`src/rtl/vout_udpoti_setpoint.sv`:
```
`timescale 1ns/1ps
// Setpoint conditioning ahead of the up/down pot driver: clamp, deadband,
// slew-rate limit and a host-silence watchdog that falls back to a safe value.
module vout_udpoti_setpoint #(
    parameter int unsigned RESOLUTION = 100,
    parameter int unsigned SLEW_DIV   = 200000,
    parameter int unsigned DEADBAND   = 0,
    parameter int unsigned TIMEOUT    = 50000000,
    parameter int unsigned SAFE_VALUE = 0
) (
    input  logic        clk,
    input  logic        rst,
    input  logic [31:0] setpoint,
    input  logic        setpoint_valid,
    output logic [31:0] value,
    output logic        at_target,
    output logic        clamped,
    output logic        fault
);

    typedef enum logic {
        ST_RUN,
        ST_FAULT
    } state_t;

    localparam logic [31:0] RES_MAX   = 32'(RESOLUTION);
    localparam logic [31:0] SAFE      = 32'(SAFE_VALUE);
    localparam logic [31:0] SLEW_LAST = 32'(SLEW_DIV - 1);
    localparam logic [31:0] TMO       = 32'(TIMEOUT);
    localparam logic [32:0] DB        = 33'(DEADBAND);

    state_t      state, state_next;
    logic [31:0] target, target_next;
    logic [31:0] value_next;
    logic        clamped_next;
    logic        fault_next;
    logic [31:0] wd_cnt, wd_next;
    logic [31:0] slew_cnt, slew_next;
    logic        tick;

    logic [31:0] sat;
    logic        sat_hit;
    logic [32:0] diff;
    logic [32:0] diff_mag;
    logic        outside_band;

    // Bit 31 set means a negative setpoint; otherwise it is safe to compare unsigned.
    always_comb begin
        sat = setpoint;
        if (setpoint[31]) begin
            sat = '0;
        end else if (setpoint > RES_MAX) begin
            sat = RES_MAX;
        end
    end

    assign sat_hit      = (sat != setpoint);
    assign diff         = {1'b0, sat} - {1'b0, target};
    assign diff_mag     = diff[32] ? (33'd0 - diff) : diff;
    assign outside_band = (diff_mag > DB);

    // NOTE: every output of a combinational block gets a default first, so no
    // path through the case/if tree can leave it unassigned and infer a latch.
    always_comb begin
        state_next   = state;
        target_next  = target;
        clamped_next = clamped;
        fault_next   = fault;
        wd_next      = wd_cnt;

        case (state)
            ST_RUN: begin
                if (setpoint_valid) begin
                    wd_next = '0;
                    if (outside_band) begin
                        target_next  = sat;
                        clamped_next = sat_hit;
                    end
                end else if (TMO != '0) begin
                    if (wd_cnt + 32'd1 == TMO) begin
                        state_next  = ST_FAULT;
                        target_next = SAFE;
                        fault_next  = 1'b1;
                        wd_next     = '0;
                    end else begin
                        wd_next = wd_cnt + 32'd1;
                    end
                end
            end
            ST_FAULT: begin
                // Recovery write bypasses the deadband so the host regains control at once.
                if (setpoint_valid) begin
                    state_next   = ST_RUN;
                    target_next  = sat;
                    clamped_next = sat_hit;
                    fault_next   = 1'b0;
                    wd_next      = '0;
                end
            end
            default: begin
                state_next = ST_RUN;
            end
        endcase
    end

    // Free-running slew phase; a step compares against the registered target only.
    always_comb begin
        tick       = (slew_cnt == SLEW_LAST);
        slew_next  = tick ? '0 : slew_cnt + 32'd1;
        value_next = value;
        if (tick) begin
            if (value < target) begin
                value_next = value + 32'd1;
            end else if (value > target) begin
                value_next = value - 32'd1;
            end
        end
    end

    // NOTE: sequential state uses non-blocking assignments so every register
    // samples pre-edge values, independent of statement order.
    always_ff @(posedge clk or posedge rst) begin
        if (rst) begin
            state     <= ST_RUN;
            target    <= SAFE;
            value     <= SAFE;
            at_target <= 1'b1;
            clamped   <= 1'b0;
            fault     <= 1'b0;
            wd_cnt    <= '0;
            slew_cnt  <= '0;
        end else begin
            state     <= state_next;
            target    <= target_next;
            value     <= value_next;
            at_target <= (value == target);
            clamped   <= clamped_next;
            fault     <= fault_next;
            wd_cnt    <= wd_next;
            slew_cnt  <= slew_next;
        end
    end

endmodule

```
`config.mk`:
```
export PLATFORM = sky130hd
export DESIGN_NAME = vout_udpoti_setpoint
export DESIGN_NICKNAME = d
export VERILOG_FILES = /design/src/rtl/vout_udpoti_setpoint.sv
export SDC_FILE = /design/constraint.sdc
export NUM_CORES = 1
export LEC_CHECK = 0
export CORE_ASPECT_RATIO = 0.8
export CORE_MARGIN = 10
export CORE_UTILIZATION = 57
export CTS_CLUSTER_DIAMETER = 30
export CTS_CLUSTER_SIZE = 16
export DETAILED_ROUTE_END_ITERATION = 10
export DONT_BUFFER_PORTS = 1
export HOLD_SLACK_MARGIN = 0.02
export PLACE_DENSITY = 0.83
export SKIP_CTS_REPAIR_TIMING = 1
export SLEW_MARGIN = 20
export SYNTH_ARGS = -nofsm -noshare
export SYNTH_HDL_FRONTEND = slang
export SYNTH_SLANG_ARGS = --single-unit
```
`constraint.sdc`:
```
create_clock -name clk -period 6.65 [get_ports clk]
set_clock_uncertainty 0.1 [all_clocks]
set_input_delay 1.6625 -clock clk [delete_from_list [all_inputs] [get_ports clk]]
set_output_delay 1.6625 -clock clk [all_outputs]
set_load 0.005 [all_outputs]
```
==> run summary, run 1 <==
H-tree levels = 4
Synth Cell Area = 0.01160 mm^2
WP data arrival = 6.96 ns
Leakage Power = 0.006211 uW
initial core utilization = 58.27%
GRT Total Usage = 24.52%
Num CTS Buffers = 17
critical path fanouts, max = 5
largest net degree at the start of global routing = 71
EDFF count, synth = 0
Slew headroom = 32.10%
grt ovf = 0
1st-iter DRT viols = 1178
Final Max Slew Viols = 0
Setup WS pre-CTS = -0.7131 ns
syn avg cell area = 7.998 um^2
failing checks = negative setup slack
Int Pwr = 1565 uW
clk sink count = 131
RSZ-0062 raised after global routing = true
Die X = 179.5 um
top_reg_cell synth = dfrtp_1
Synth Warn # = 0
Longest Clk Path Bufs = 2
cell area after layout = 0.01391 mm^2
antenna-violating nets left = 0
Fmax = 0.1482 GHz
Final Cycle Share = 101.4%
Worst Hold Class = flip-flop to flip-flop
Psw = 734.7 uW
Gate Count Post-Synth = 1451
crit path cell chain = or4_4 > nor4_2 > nand4_1 > a31oi_4 > buf_6 > a21oi_1 > ha_1 > buf_4 > or2_0 > o22ai_1 > xnor2_1 > or4_4 > nor4_4 > nand3_4 > buf_6 > nand4bb_1 > a211o_1 > a2111oi_4 > and4_4 > buf_4 > buf_4 > nand3b_1 > nand3_1
type of origin of the critical path = input pin
TritonCTS clock tree = yes
most used cell, CP = buf_4
Die Height = 147.6 um
Post-Layout Cell Count = 1869
first-pass iteration count of the detailed router = 6
IO Port Bufs = 0
DP Cell Count = 1818
Worst VDD drop = 131.0 uV
Flop pwr share = 34.9%
clock-pin slew on the worst setup and hold paths = 0.07 ns
layout cells sized above 1 = 16.45%
WP data required = 6.87 ns
Async SR Flop Fraction = 100.0%
status = complete, but fails checks
Antenna Cells = 0
number of library cell types mapped by synthesis = 92
first-pass GRT wire length = 55.43 mm
clock latency on the worst-skew pair = 0.44 ns
Placed Area = 0.01287 mm^2
row cnt = 46
initial antenna violation count = 0
Via density = 6.300
Final Wtd Congestion = 0.9594
top cells by count, synth = nand2_1, dfrtp_1, nor2_1
pwr dens = 165.4 mW/mm^2
worst setup margin = -0.09596 ns
HPWL after DPL = 24.67 mm
endpoints failing setup = 24
crit end category = flip-flop
Worst path top cell family by delay = simple AND/OR/NAND/NOR gates
post-synth top area share = 28.03%
top post-synthesis cells by area = dfrtp_1, ha_1, nand2_1, o21ai_0, nor2_1
synthesized flop and latch total = 131
DIE AREA = 0.02650 mm^2
post-synth top area cell = dfrtp_1
vias in the first global route = 11080
CP max stage cell = or4_4
Switching Share = 31.94%
max incr delay on CP = 0.58 ns
most common cell in the netlist = nand2_1
Gate power share = 23.1%
via count = 11780
WP buf/inv = 5
final hold viol count = 0
drt drc = 0
Seq/Total Area, Yosys = 28.26%
fin nets = 1725
CP Class = input pin to flip-flop
Boundary Pins = 70
DR WL/cell = 18.49 um
final WL = 34.56 mm
Layout area overhead = 19.85%
Max Cap Viol = 0
Tmin final = 6.746 ns
Clk pwr share = 41.9%
Hold WS = 0.3807 ns
Clock Tree Root = clkbuf_16
core footprint = 0.01991 mm^2
measured slew at the worst slew-check pin = 1.011 ns
## per-layer routing
layer  track usage [%]  wire length (um)  vias up
met5                 0                 0        -
met4             6.397               673        0
met3             5.806              2551       91
met2             39.57             15730      472
met1             32.30             15610     5601
li1                  -                 -     5611
## logic make-up (layout without fill, tap and decap cells)
family                     Yosys count  count (layout)  synth area share, %
and+or+nand+nor                    608             608                26.59
DFF                                131             131                28.26
AOI/OAI and AO/OA                  399             399                22.78
xor gates and xnor gates            85              85                6.415
muxes                               12              12                1.143
buffers and inverters              117             246                4.086
other                                1              26              0.03231
adders and majority gates           98              98                10.70
## worst paths after layout
| check | depth (start not counted) | slack [ns] | end | startpoint |
|---|---|---|---|---|
| worst max-delay path | 23 | -0.1 | target[4]$_DFFE_PP0P_ | setpoint[27] |
| worst min-delay path | 1 | 0.38 | slew_cnt[31]$_DFF_PP0_ | slew_cnt[31]$_DFF_PP0_ |
| worst max register to register | 27 | 0.22 | value[28]$_DFFE_PP0P_ | value[1]$_DFFE_PP0P_ |
| worst min register to register | 1 | 0.38 | slew_cnt[31]$_DFF_PP0_ | slew_cnt[31]$_DFF_PP0_ |
| max in group asynchronous | 2 | 4.10 | slew_cnt[16]$_DFF_PP0_ | rst |
| min in group asynchronous | 1 | 1.08 | value[5]$_DFFE_PP0P_ | rst |
## registers in the layout, indices dropped and copies added, names as in the netlist
register / cells
at_target: 1
clamped: 1
fault: 1
slew_cnt: 32
state: 1
target: 31
value: 32
wd_cnt: 32
## power by group through the flow
stage	Combinational [uW]	Sequential [uW]	Clock, uW
floorplan	303	818	0
global placement	454	819	0
detailed placement	463	819	0
CTS	467	804	971
global route	574	804	1010
finish	531	804	965
## cells in the final DEF, fill, tap and decap left out, drive strengths merged, types with 36 or more instances in the layout
cell type  synthesis  final
nand2            183    183
buf               14    149
dfrtp            130    130
nor2             121    121
o21ai            100    100
ha                96     96
a21oi             91     91
inv               65     75
nand3             60     60
nor3              47     47
xnor2             47     47
a21o              42     42
xor2              38     38
nand4             36     36
## area by class of cell
type / count / area, um^2
fillers: 1592 / 6006
clock buffers: 17 / 425.4
inverters: 65 / 249.0
multi-input cells: 1228 / 8307
well taps: 264 / 330.3
clock inverters: 15 / 163.9
repair buffers: 149 / 1154
flip-flops and latches: 131 / 3279
## metrics by stage
stage	utilization, %	power [uW]	setup TNS, ns
final	69.84	2300	-0.4101
after global routing	69.84	2385	-9.415
after CTS	67.59	2241	-8.865
after detailed placement	64.63	1281	-21.53
after global placement	64.63	1272	-15.72
after floorplan	-	1121	-1.457
(Power assumes the default switching activity.)
==> run 2: changes to the inputs <==
Settings changed: CORE_UTILIZATION 57 to 65, PLACE_DENSITY 0.83 to 0.92.
==> run 2 against run 1 <==
Compared with the run above: core utilization up 8.7 points; first-iteration DRC count up 44%; highest routed layer unchanged; power is 0.18% lower; setup slack lost 0.14 ns; critical path type unchanged; clock power down 0.7%; design area shrank 1.6%; global-route usage up 4.5 points; via count is 3.0% higher; the flow still finishes with violations (negative setup slack); maximum frequency down 2.0%.
==> run summary, run 2 (synthesized netlist as in run 1, its figures left out) <==
Hold WS = 0.3850 ns
layout cells sized above 1 = 15.67%
initial core utilization = 66.57%
crit end category = flip-flop
1st-iter DRT viols = 1694
RSZ-0062 raised after global routing = true
Slew headroom = 40.45%
final setup TNS = -5.751 ns
DIE AREA = 0.02363 mm^2
type of origin of the critical path = input pin
most frequent cells in the layout = nand2_1, dfrtp_1, buf_4
Placed Area = 0.01273 mm^2
Final Wtd Congestion = 0.9613
row cnt = 43
HPWL after DPL = 25.52 mm
antenna-violating nets left = 0
final hold viol count = 0
commonest non-fill, non-tap cell in the layout = nand2_1
final WL = 35.84 mm
DP Cell Count = 1765
CP Class = input pin to flip-flop
Num CTS Buffers = 17
worst setup margin = -0.2332 ns
CP max stage cell = or4_4
Die Height = 139.5 um
FILL cells = 1106
Antenna Cells = 0
largest net degree at the start of global routing = 72
first-pass GRT wire length = 57.64 mm
GRT Total Usage = 29.02%
Longest Clk Path Bufs = 2
Worst VDD drop = 165.1 uV
Layout area overhead = 17.97%
max incr delay on CP = 0.51 ns
core footprint = 0.01743 mm^2
fin nets = 1703
crit path cell chain = or4_4 > nor4_2 > nand4_1 > a31oi_4 > nand2_2 > ha_4 > fa_2 > nor2b_2 > o211ai_1 > a211oi_2 > o31ai_2 > xnor2_2 > nor4b_4 > buf_6 > nand4_1 > nor4_1 > o32ai_1 > a2111oi_4 > and4_4 > a21boi_4 > mux2_4
clock latency on the worst-skew pair = 0.44 ns
Leakage Power = 0.006073 uW
H-tree levels = 4
measured slew at the worst slew-check pin = 0.8933 ns
WP data arrival = 7.11 ns
most used cell, CP = nand4_1
TritonCTS clock tree = yes
clock-pin slew on the worst setup and hold paths = 0.07 ns
Via density = 6.710
pwr dens = 167.7 mW/mm^2
initial antenna violation count = 0
vias in the first global route = 11630
Final Cycle Share = 103.5%
cell area after layout = 0.01369 mm^2
Final Total Pwr = 2296 uW
Tmin final = 6.883 ns
IO Port Bufs = 0
Fmax = 0.1453 GHz
status = complete, but fails checks
Post-Layout Cell Count = 1808
via count = 12130
Final Max Slew Viols = 0
DR WL/cell = 19.82 um
endpoints failing setup = 32
critical path fanouts, max = 8
top flop regs = slew_cnt: 32 flops, value: 32 flops, wd_cnt: 32 flops
WP data required = 6.88 ns
clk sink count = 131
grt ovf = 0
Boundary Pins = 70
failing checks = negative setup slack
first-pass iteration count of the detailed router = 7
Max Cap Viol = 0
Worst Hold Class = flip-flop to flip-flop
Clock Tree Root = clkbuf_16
drt drc = 0
Die X = 169.4 um
-- run 2: cell count changes in the layout (fill, tap and decap cells not counted), sizes merged --
cell      previous run  this run
clkbuf              17        19
buf                149       127
clkinvlp             2         1
clkinv               2         4
inv                 75        72
-- run 2: area by class of cell --
cell class / instances / area (um^2) / share of cell area, %
timing repair buffer: 127 / 985.9 / 7.202
tap: 225 / 281.5 / 2.056
multi-input combinational: 1228 / 8313 / 60.72
inverter: 65 / 249.0 / 1.819
clock buffer: 19 / 442.9 / 3.235
clock inverter: 13 / 138.9 / 1.014
sequential: 131 / 3279 / 23.95
-- run 2: worst paths after layout --
kind                            slack [ns]                   from                      to  cells past startpoint
worst max-delay path                 -0.23           setpoint[27]   target[5]$_DFFE_PP0P_                     21
worst min-delay path                  0.38  slew_cnt[0]$_DFF_PP0_   slew_cnt[0]$_DFF_PP0_                      1
worst max register to register        0.38  target[9]$_DFFE_PP0P_   value[28]$_DFFE_PP0P_                     25
worst min register to register        0.38  slew_cnt[0]$_DFF_PP0_   slew_cnt[0]$_DFF_PP0_                      1
max in group asynchronous             4.10                    rst  target[30]$_DFFE_PP0P_                      2
min in group asynchronous             1.03                    rst   slew_cnt[0]$_DFF_PP0_                      1
-- run 2: stage by stage --
stage               utilization [%]  worst slack [ns]
CTS                           76.36           -0.3884
global placement              73.02           -0.5709
floorplan                         -           -0.1838
detailed placement            73.02           -0.7206
finish                        78.54           -0.2332
global route                  78.54           -0.4236
-- run 2: power by group --
part / internal [uW] / switching (uW)
Clock: 537 / 421
Combinational: 226 / 308
Sequential: 801 / 3.39
Total: 1560 / 732
-- run 2: layer usage --
layer  wire length, um  GRT usage, %  vias to the layer above
met3              3436         6.361                      133
met2             16320         45.66                      735
met1             14900         38.56                     5704
li1                  -             -                     5560
met5                 0             0                        -
met4              1185         9.841                        0
-- run 2: worst max-delay path, delay by kind of cell --
kind,cells,cell delay [ns]
fa+ha+maj,2,0.59
mux,1,0.32
simple gates,9,2.44
compound gates,7,1.73
xor+xnor,1,0.18
buf+inv,1,0.17
==> run 3: changes to the inputs <==
Settings changed: CORE_UTILIZATION 65 to 45, PLACE_DENSITY 0.92 to 0.71.
==> run 3 against run 2 <==
Compared with the run above: the run now ends clean; register-to-register slack better by 0.09 ns; clock power up 5%; die area up 38%; power increased by 1.7%; core utilization decreased by 23 points; flip-flop and latch count did not move; combinational power decreased by 3%; routed wire length shrank 7.2%; setup slack improved by 0.25 ns; maximum frequency rose by 3.7%; critical endpoint unchanged; largest power group unchanged; highest routed layer unchanged.
==> run summary, run 3 (synthesized netlist as in run 1, its figures left out) <==
fin util = 55.18%
most frequent cells in the layout = nand2_1, buf_4, dfrtp_1
CP max stage cell = or4_4
clock latency on the worst-skew pair = 0.43 ns
Leakage Power = 0.006229 uW
CP Class = input pin to flip-flop
Slew headroom = 34.78%
Final Cycle Share = 99.81%
Multi-input gate area = 0.008273 mm^2
Fmax = 0.1507 GHz
grt ovf = 0
endpoints failing setup = 0
vias in the first global route = 10490
initial core utilization = 45.73%
crit end category = flip-flop
WP data required = 6.86 ns
core footprint = 0.02537 mm^2
top flop regs = slew_cnt: 32 flops, value: 32 flops, wd_cnt: 32 flops
drt drc = 0
Worst Hold Class = flip-flop to flip-flop
first-pass GRT wire length = 54.21 mm
max incr delay on CP = 0.55 ns
Worst VDD drop = 214.9 uV
DR WL/cell = 17.22 um
crit path cell chain = or4_4 > nor4_2 > nand4_1 > a31oi_4 > nand2_2 > ha_4 > fa_2 > nor2b_2 > buf_4 > o22ai_4 > xnor2_2 > or4_4 > nor4_4 > buf_4 > nand3_4 > buf_6 > nand4bb_1 > a211o_1 > a2111oi_4 > and4_4 > a21boi_4 > mux2_4
Final Max Slew Viols = 0
TritonCTS clock tree = yes
antenna-violating nets left = 0
critical path fanouts, max = 7
reg-to-reg endpoint = value[28]$_DFFE_PP0P_
first-pass iteration count of the detailed router = 5
final WL = 33.25 mm
R2R Setup Slk = 0.47 ns
status = finished clean
largest net degree at the start of global routing = 74
Register-to-Register Path Depth = 25
worst hold start = slew_cnt[31]$_DFF_PP0_
final hold viol count = 0
Longest Clk Path Bufs = 2
Layout area overhead = 20.65%
Hold WS = 0.3808 ns
via count = 11430
Final Wtd Congestion = 0.9124
Max Cap Viol = 0
WP data arrival = 6.85 ns
layout cells sized above 1 = 16.24%
row cnt = 52
Tmin final = 6.637 ns
measured slew at the worst slew-check pin = 0.9783 ns
Antenna Cells = 0
worst hold stages = 1
DIE AREA = 0.03265 mm^2
FF+latch area = 0.003279 mm^2
HPWL after DPL = 25.34 mm
Die Height = 163.6 um
H-tree levels = 4
GRT Total Usage = 20.21%
RSZ-0062 raised after global routing = true
Clock Tree Root = clkbuf_16
WHS Endpoint = slew_cnt[31]$_DFF_PP0_
fin nets = 1727
initial antenna violation count = 0
FILL cells = 2305
IO Port Bufs = 0
Num CTS Buffers = 17
clock-pin slew on the worst setup and hold paths = 0.06 ns
1st-iter DRT viols = 979
commonest non-fill, non-tap cell in the layout = nand2_1
Final Total Pwr = 2335 uW
Boundary Pins = 70
pwr dens = 166.7 mW/mm^2
type of origin of the critical path = input pin
worst reg2reg path startpoint = value[9]$_DFFE_PP0P_
Via density = 5.921
clk sink count = 131
Die X = 199.5 um
## run 3: worst max-delay path, delay by kind of cell
kind	cells	cell delay, ns
buffers and inverters	3	0.45
AO/OA/AOI/OAI	5	1.09
adder cells (fa/ha/maj)	2	0.52
AND/OR/NAND/NOR	10	2.65
XOR/XNOR	1	0.15
multiplexers	1	0.32
## run 3: routing by layer
layer	wire [um]	track usage (%)	part of all wire, %
met3	2636	4.833	7.9
met4	279	3.916	0.84
met1	16220	29.57	49
met5	0	0	0
met2	14110	29.46	42
## run 3: area by class of cell
type                       instances  area share [%]
clock buffer                      19           3.164
clock inverter                    13           1.305
inverter                          65           1.778
multi-input combinational       1228           59.09
sequential                       131           23.42
tap                              324           2.895
timing repair buffer             151           8.347
## run 3: where the power goes
group	internal, uW	leakage (uW)	switching, uW	total [uW]
clock	636	0.000295	374	1010
sequential	802	0.00179	3.17	805
combinational	231	0.00414	289	520
## run 3: how the worst max path moves through the flow
stage / endpoint / from / slack, ns
final: target[5]$_DFFE_PP0P_ / setpoint[27] / 0.01
after detailed placement: target[26]$_DFFE_PP0P_ / setpoint[27] / -0.75
after CTS: target[29]$_DFFE_PP0P_ / setpoint[27] / -0.32
after floorplan: target[2]$_DFFE_PP0P_ / setpoint[27] / -0.18
after global placement: target[26]$_DFFE_PP0P_ / setpoint[27] / -0.69
after global routing: target[5]$_DFFE_PP0P_ / setpoint[27] / -0.20
## run 3: per-stage QoR
| step | worst slack (ns) | instances | cell area [um^2] | TNS [ns] |
|---|---|---|---|---|
| 6_report | 0.01266 | 1931 | 14000 | 0 |
| 5_1_grt | -0.1957 | 1931 | 14000 | -5.072 |
| 4_1_cts | -0.3158 | 1916 | 13630 | -8.703 |
| 3_5_place_dp | -0.7480 | 1884 | 13000 | -22.48 |
| 3_3_place_gp | -0.6877 | 1884 | 13000 | -20.85 |
| 2_1_floorplan | -0.1838 | 1476 | 11790 | -1.457 |
